<file path="config.mk">
export PLATFORM = sky130hd
export DESIGN_NAME = isa_instr_encoder
export DESIGN_NICKNAME = d
export VERILOG_FILES = /design/src/rtl/isa_instr_encoder.sv
export SDC_FILE = /design/constraint.sdc
export NUM_CORES = 1
export LEC_CHECK = 0
export ABC_AREA = 1
export CORE_MARGIN = 1.5
export CORE_UTILIZATION = 60
export DETAILED_ROUTE_END_ITERATION = 8
export DONT_BUFFER_PORTS = 1
export PLACE_DENSITY = 0.86
export SYNTH_ARGS = -nofsm -noshare
export SYNTH_HDL_FRONTEND = slang
export SYNTH_SLANG_ARGS = --single-unit
</file>
<file path="constraint.sdc">
create_clock -name clk -period 1.6 [get_ports clk]
set_clock_uncertainty 0.1 [all_clocks]
set_input_delay 0.08 -clock clk [delete_from_list [all_inputs] [get_ports clk]]
set_output_delay 0.08 -clock clk [all_outputs]
set_load 0.005 [all_outputs]
</file>
<file path="src/rtl/isa_instr_encoder.sv">
// ============================================================================
// Module   : isa_instr_encoder
// Purpose  : Expands macro-ops into the 9-bit instruction word stream
//            (PREP / PSFT / final word, or a single word for plain ops).
// Options  : ENC_MIN_PREP_EN - skip leading all-zero immediate chunks.
// Revision : 1.0 - initial release
// ============================================================================
`default_nettype none

module isa_instr_encoder #(
  parameter int IMM_W = 18,
  parameter int OPR_W = 6
) (
  input  logic             clk,
  input  logic             reset,
  input  logic             in_valid,
  output logic             in_ready,
  input  logic [3:0]       in_op,
  input  logic [OPR_W-1:0] in_arg,
  input  logic [IMM_W-1:0] in_imm,
  output logic             out_valid,
  input  logic             out_ready,
  output logic [8:0]       out_instr,
  output logic             out_last,
  output logic             prep_active,
  output logic             err
);

  localparam int NCH = IMM_W / 6;
  localparam int CW  = (NCH > 1) ? $clog2(NCH) : 1;

  localparam logic [2:0] S_IDLE   = 3'd0;
  localparam logic [2:0] S_PREP   = 3'd1;
  localparam logic [2:0] S_PSFT   = 3'd2;
  localparam logic [2:0] S_FINAL  = 3'd3;
  localparam logic [2:0] S_SINGLE = 3'd4;

  logic [2:0]       state;
  logic [3:0]       op_q;
  logic [OPR_W-1:0] arg_q;
  logic [IMM_W-1:0] imm_q;
  logic [CW-1:0]    cnt;
  logic [CW-1:0]    top_idx;

  function automatic logic [5:0] chunk_of(input logic [IMM_W-1:0] v,
                                          input logic [CW-1:0] idx);
    chunk_of = 6'd0;
    for (int j = 0; j < NCH; j++)
      if (idx == CW'(j)) chunk_of = v[6*j +: 6];
  endfunction

  // Index of the chunk carried by the PREP word (k-1).
  function automatic logic [CW-1:0] top_chunk(input logic [IMM_W-1:0] v);
`ifdef ENC_MIN_PREP_EN
    top_chunk = '0;
    for (int j = 0; j < NCH; j++)
      if (v[6*j +: 6] != 6'd0) top_chunk = CW'(j);
`else
    top_chunk = CW'(NCH - 1);
    if (v == '0) top_chunk = CW'(NCH - 1);
`endif
  endfunction

  function automatic logic is_prefixed(input logic [3:0] op);
    is_prefixed = (op >= 4'd6) && (op <= 4'd10);
  endfunction

  function automatic logic [8:0] final_word(input logic [3:0] op,
                                            input logic [OPR_W-1:0] arg);
    case (op)
      4'd6:    final_word = {3'b000, arg};
      4'd7:    final_word = {3'b001, arg};
      4'd8:    final_word = {3'b010, arg};
      4'd9:    final_word = {3'b011, arg};
      default: final_word = {3'b100, arg};
    endcase
  endfunction

  function automatic logic [8:0] single_word(input logic [3:0] op,
                                             input logic [OPR_W-1:0] arg);
    case (op)
      4'd0:    single_word = {3'b001, arg[5:1], 1'b1};
      4'd1:    single_word = {3'b001, arg[5:1], 1'b0};
      4'd2:    single_word = {3'b010, arg};
      4'd3:    single_word = {3'b011, arg};
      4'd4:    single_word = {3'b100, arg};
      4'd5:    single_word = {3'b101, arg};
      default: single_word = {3'b111, 6'd0};
    endcase
  endfunction

  assign in_ready = (state == S_IDLE);
  assign top_idx  = top_chunk(in_imm);

  always_ff @(posedge clk) begin
    if (!reset) begin
      state       <= S_IDLE;
      op_q        <= 4'd0;
      arg_q       <= '0;
      imm_q       <= '0;
      cnt         <= '0;
      out_valid   <= 1'b0;
      out_instr   <= 9'd0;
      out_last    <= 1'b0;
      prep_active <= 1'b0;
      err         <= 1'b0;
    end else begin
      err <= 1'b0;
      case (state)
        S_IDLE: begin
          if (in_valid) begin
            op_q  <= in_op;
            arg_q <= in_arg;
            imm_q <= in_imm;
            if (is_prefixed(in_op)) begin
              cnt       <= top_idx;
              out_instr <= {3'b000, chunk_of(in_imm, top_idx)};
              out_valid <= 1'b1;
              out_last  <= 1'b0;
              state     <= S_PREP;
            end else if (in_op >= 4'd12) begin
              err <= 1'b1;
            end else begin
              out_instr <= single_word(in_op, in_arg);
              out_valid <= 1'b1;
              out_last  <= 1'b1;
              state     <= S_SINGLE;
            end
          end
        end
        // cnt holds the index of the chunk currently on out_instr.
        S_PREP, S_PSFT: begin
          if (out_ready) begin
            prep_active <= 1'b1;
            if (cnt != '0) begin
              cnt       <= cnt - 1'b1;
              out_instr <= {3'b101, chunk_of(imm_q, cnt - 1'b1)};
              state     <= S_PSFT;
            end else begin
              out_instr <= final_word(op_q, arg_q);
              out_last  <= 1'b1;
              state     <= S_FINAL;
            end
          end
        end
        S_FINAL: begin
          if (out_ready) begin
            prep_active <= 1'b0;
            out_valid   <= 1'b0;
            out_last    <= 1'b0;
            state       <= S_IDLE;
          end
        end
        S_SINGLE: begin
          if (out_ready) begin
            out_valid <= 1'b0;
            out_last  <= 1'b0;
            state     <= S_IDLE;
          end
        end
        default: state <= S_IDLE;
      endcase
    end
  end

endmodule

`default_nettype wire

</file>
==> run_results.csv <==
group,metric,value,unit
setup_path,start_kind,"register",
layout,synthToLayoutAreaGrowth,22.39,%
synth,ys_types,25,
place,port-buffer-count,0,
synth,yosys_warnings,0,
die,ios,46,
synth,ys_seq_area_frac,0.3896,
sta,layout_setup_ws,44.80,ps
pwr,combPwrFrac,0.516,
synth,postSynthCellCount,353,
setup_path,r2r_setup_slack,40,ps
clock_network,cts_buffers,5,
sta,timing.final.crit_share,0.9720,
grt,grt_antenna_before_repair,0,
synth,avgSynthCellArea,6.696,sq um
setup_path,reg2reg_from,"cnt[0]",
pwr,switchingPower,2.504,mW
layout,multi_input_area,1274,sq um
worst_hold_path,hold_class,"input port to register",
pwr,p_leak,1.260,nW
layout,drive_above_1_share,0.1285,
setup_path,worstPathRequired,1750,ps
route,drt-wirelength-per-cell,14.78,um
sta,hold_viol,25,
worst_hold_path,hold_depth,2,
setup_path,rr_worst_depth,9,
layout,layout_commonest_cell,"nand2_1",
clock_network,htreeDepth,2,
clock_network,path_clk_slew,90,ps
pwr,max-vdd-ir-drop,0.9954,mV
grt,grt_pass1_vias,2290,
setup_path,critical_path_class,"register to register",
pwr,pwr-share-clk,0.156,
synth,ys_ff_latch,46,
grt,globalRouteOverflowTotal,0,
die,die_area,4325,sq um
sta,slew_headroom,0.5837,
pwr,cellPowerDensity,1919,nW/um^2
layout,final_cell_mix,"94 x nand2_1, 45 x a21oi_1, 44 x nand3_1, 42 x dfxtp_1, 32 x nor2_1",
grt,grt_pass1_wl,10260,um
sta,setup_violations,0,
setup_path,arrival,1700,ps
grt,track_usage,0.3070,
layout,ff_latch_area,925.9,sq um
outcome,violations,"hold timing",
route,drtIter0Drc,211,
grt,grt_max_degree,27,
setup_path,cp_max_fo,7,
route,wl,6460,um
die,start_util,0.6360,
clock_network,cts_tree,"done",
sta,period_minus_slack,1555,ps
clock_network,cts_root_buf,"clkbuf_8",
setup_path,cp-end-kind,"register",
setup_path,r2r-end,"out_instr[5]",
die,num_rows,22,
clock_network,cts_hold_buf,29,
die,fp.coreArea,3716,sq um
route,num_vias,2488,
pwr,switching_share,0.4510,
outcome,outcome,"finished, violations left",
route,drtPass1Iterations,6,
place,dp_worst_setup_slack,9.044,ps
clock_network,insertion_delay,300,ps
clock_network,numClockSinks,46,
pwr,pwr-share-seq,0.328,
sta,drv_slew,0,
layout,nets,424,
sta,tightest_slew,622.4,ps
layout,num-fill-cells,252,
pwr,p_total,5.552,mW
die,die_w,65.77,um
job,maxCapViolCount,0,
route,drc,0,
pwr,internal_power,3.048,mW
layout,antenna-diode-count,0,
synth,synthesis.nets,389,
route,final_antenna_net_count,0,
route,avgViaCountPerCell,5.693,
die,die_h,65.77,um
place,gp_congestion,0.9040,
place,hpwl,4123,um
sta,fmax,643.0,MHz
sta,hold_ws,-162.4,ps
clock_network,clock_path_buffers,2,
worst_hold_path,min_to,"imm_q[4]",
synth,netlist_area,2364,sq um
worst_hold_path,min_from,"in_valid",
-- layout make-up --
cell class / instances / share of cell area
clock buffers: 7 / 0.02638
clock inverters: 1 / 0.01038
inverters: 33 / 0.04628
multi-input cells: 261 / 0.4403
flip-flops and latches: 46 / 0.3201
well taps: 48 / 0.02076
repair buffers: 41 / 0.1358
-- flip-flops by register name (all words and copies together), names as in the netlist --
name         cells
arg_q            6
cnt              2
err              1
imm_q           18
op_q             4
out_instr        9
out_last         1
out_valid        1
prep_active      1
state            3
-- cells by family (layout without fill, tap and decap cells) --
family / count (synthesis) / in the layout / share of synthesized area
AOI/OAI and AO/OA: 67 / 67 / 0.1472
and+or+nand+nor: 190 / 190 / 0.3600
adders and majority gates: 4 / 4 / 0.02118
buffers and inverters: 46 / 82 / 0.08206
DFF: 46 / 46 / 0.3896
-- what timing repair did --
item | 4_1_cts | 5_1_grt
setup endpoints to repair | 3 | 26
gates resized for setup | 1 | 13
setup buffers | 0 | 5
endpoints found under the hold margin | 41 | 25
pin swaps | 0 | 3
-- metal layers --
metal / part of all wire / GRT usage / wire length [um] / vias to the layer above
met5: 0 / 0 / 0 / -
met1: 0.40 / 0.3914 / 2606 / 1108
met4: 0.023 / 0.1146 / 150 / 0
li1: - / - / - / 1223
met3: 0.093 / 0.06164 / 602 / 18
met2: 0.48 / 0.5101 / 3099 / 139
-- cells in the mapped netlist, drive strengths merged --
| cell type | count | area share |
|---|---|---|
| nand2 | 102 | 0.18 |
| a21oi | 47 | 0.10 |
| nand3 | 47 | 0.11 |
| dfxtp | 46 | 0.39 |
| nor2 | 36 | 0.065 |
| inv | 32 | 0.052 |
| o21ai | 18 | 0.038 |
| clkbuf | 7 | 0.011 |
| buf | 6 | 0.015 |
| ha | 4 | 0.021 |
| nand4 | 4 | 0.011 |
| clkinv | 1 | 0.0037 |
| nor3 | 1 | 0.0021 |
| o211ai | 1 | 0.0032 |
| o31ai | 1 | 0.0032 |
-- worst max-delay path, cell delays in order, from the launching register on --
cell and delay, ps:
dfxtp_2 370, inv_1 80, ha_2 230, inv_2 110, nand3_1 100, a21oi_1 210
nand2_1 100, nand3_1 80, nor2_1 40, nor2_1 70
-- worst max path at each step --
stage,depth (start not counted),slack (ps),startpoint,to
final,9,40,cnt[0],out_instr[5]
after global routing,9,-90,cnt[0],out_instr[5]
after CTS,9,40,cnt[0],out_instr[4]
after detailed placement,9,9,cnt[0],out_instr[2]
after global placement,9,50,cnt[0],out_instr[4]
after floorplan,9,200,cnt[0],out_instr[5]
-- stage by stage --
| stage | util | cells | hold slack, ps | setup TNS, ps | area, sq um |
|---|---|---|---|---|---|
| final | 0.7785 | 437 | -162.4 | 0 | 2893 |
| after global routing | 0.7785 | 437 | -164.2 | -153.9 | 2893 |
| after CTS | 0.7596 | 432 | -165.3 | 0 | 2823 |
| after detailed placement | 0.6529 | 395 | 106.5 | 0 | 2426 |
| after global placement | 0.6529 | 395 | 103.6 | 0 | 2426 |
| after floorplan | - | 353 | 118.4 | 0 | 2364 |
-- power by group through the flow --
stage	logic [mW]	clock network (mW)	registers (mW)
3_3_place_gp	2.45	0	1.81
3_5_place_dp	2.50	0	1.82
4_1_cts	2.58	0.869	1.80
2_1_floorplan	2.02	0	1.74
6_report	2.87	0.867	1.82
5_1_grt	3.20	0.909	1.85
(Power assumes the default switching activity.)
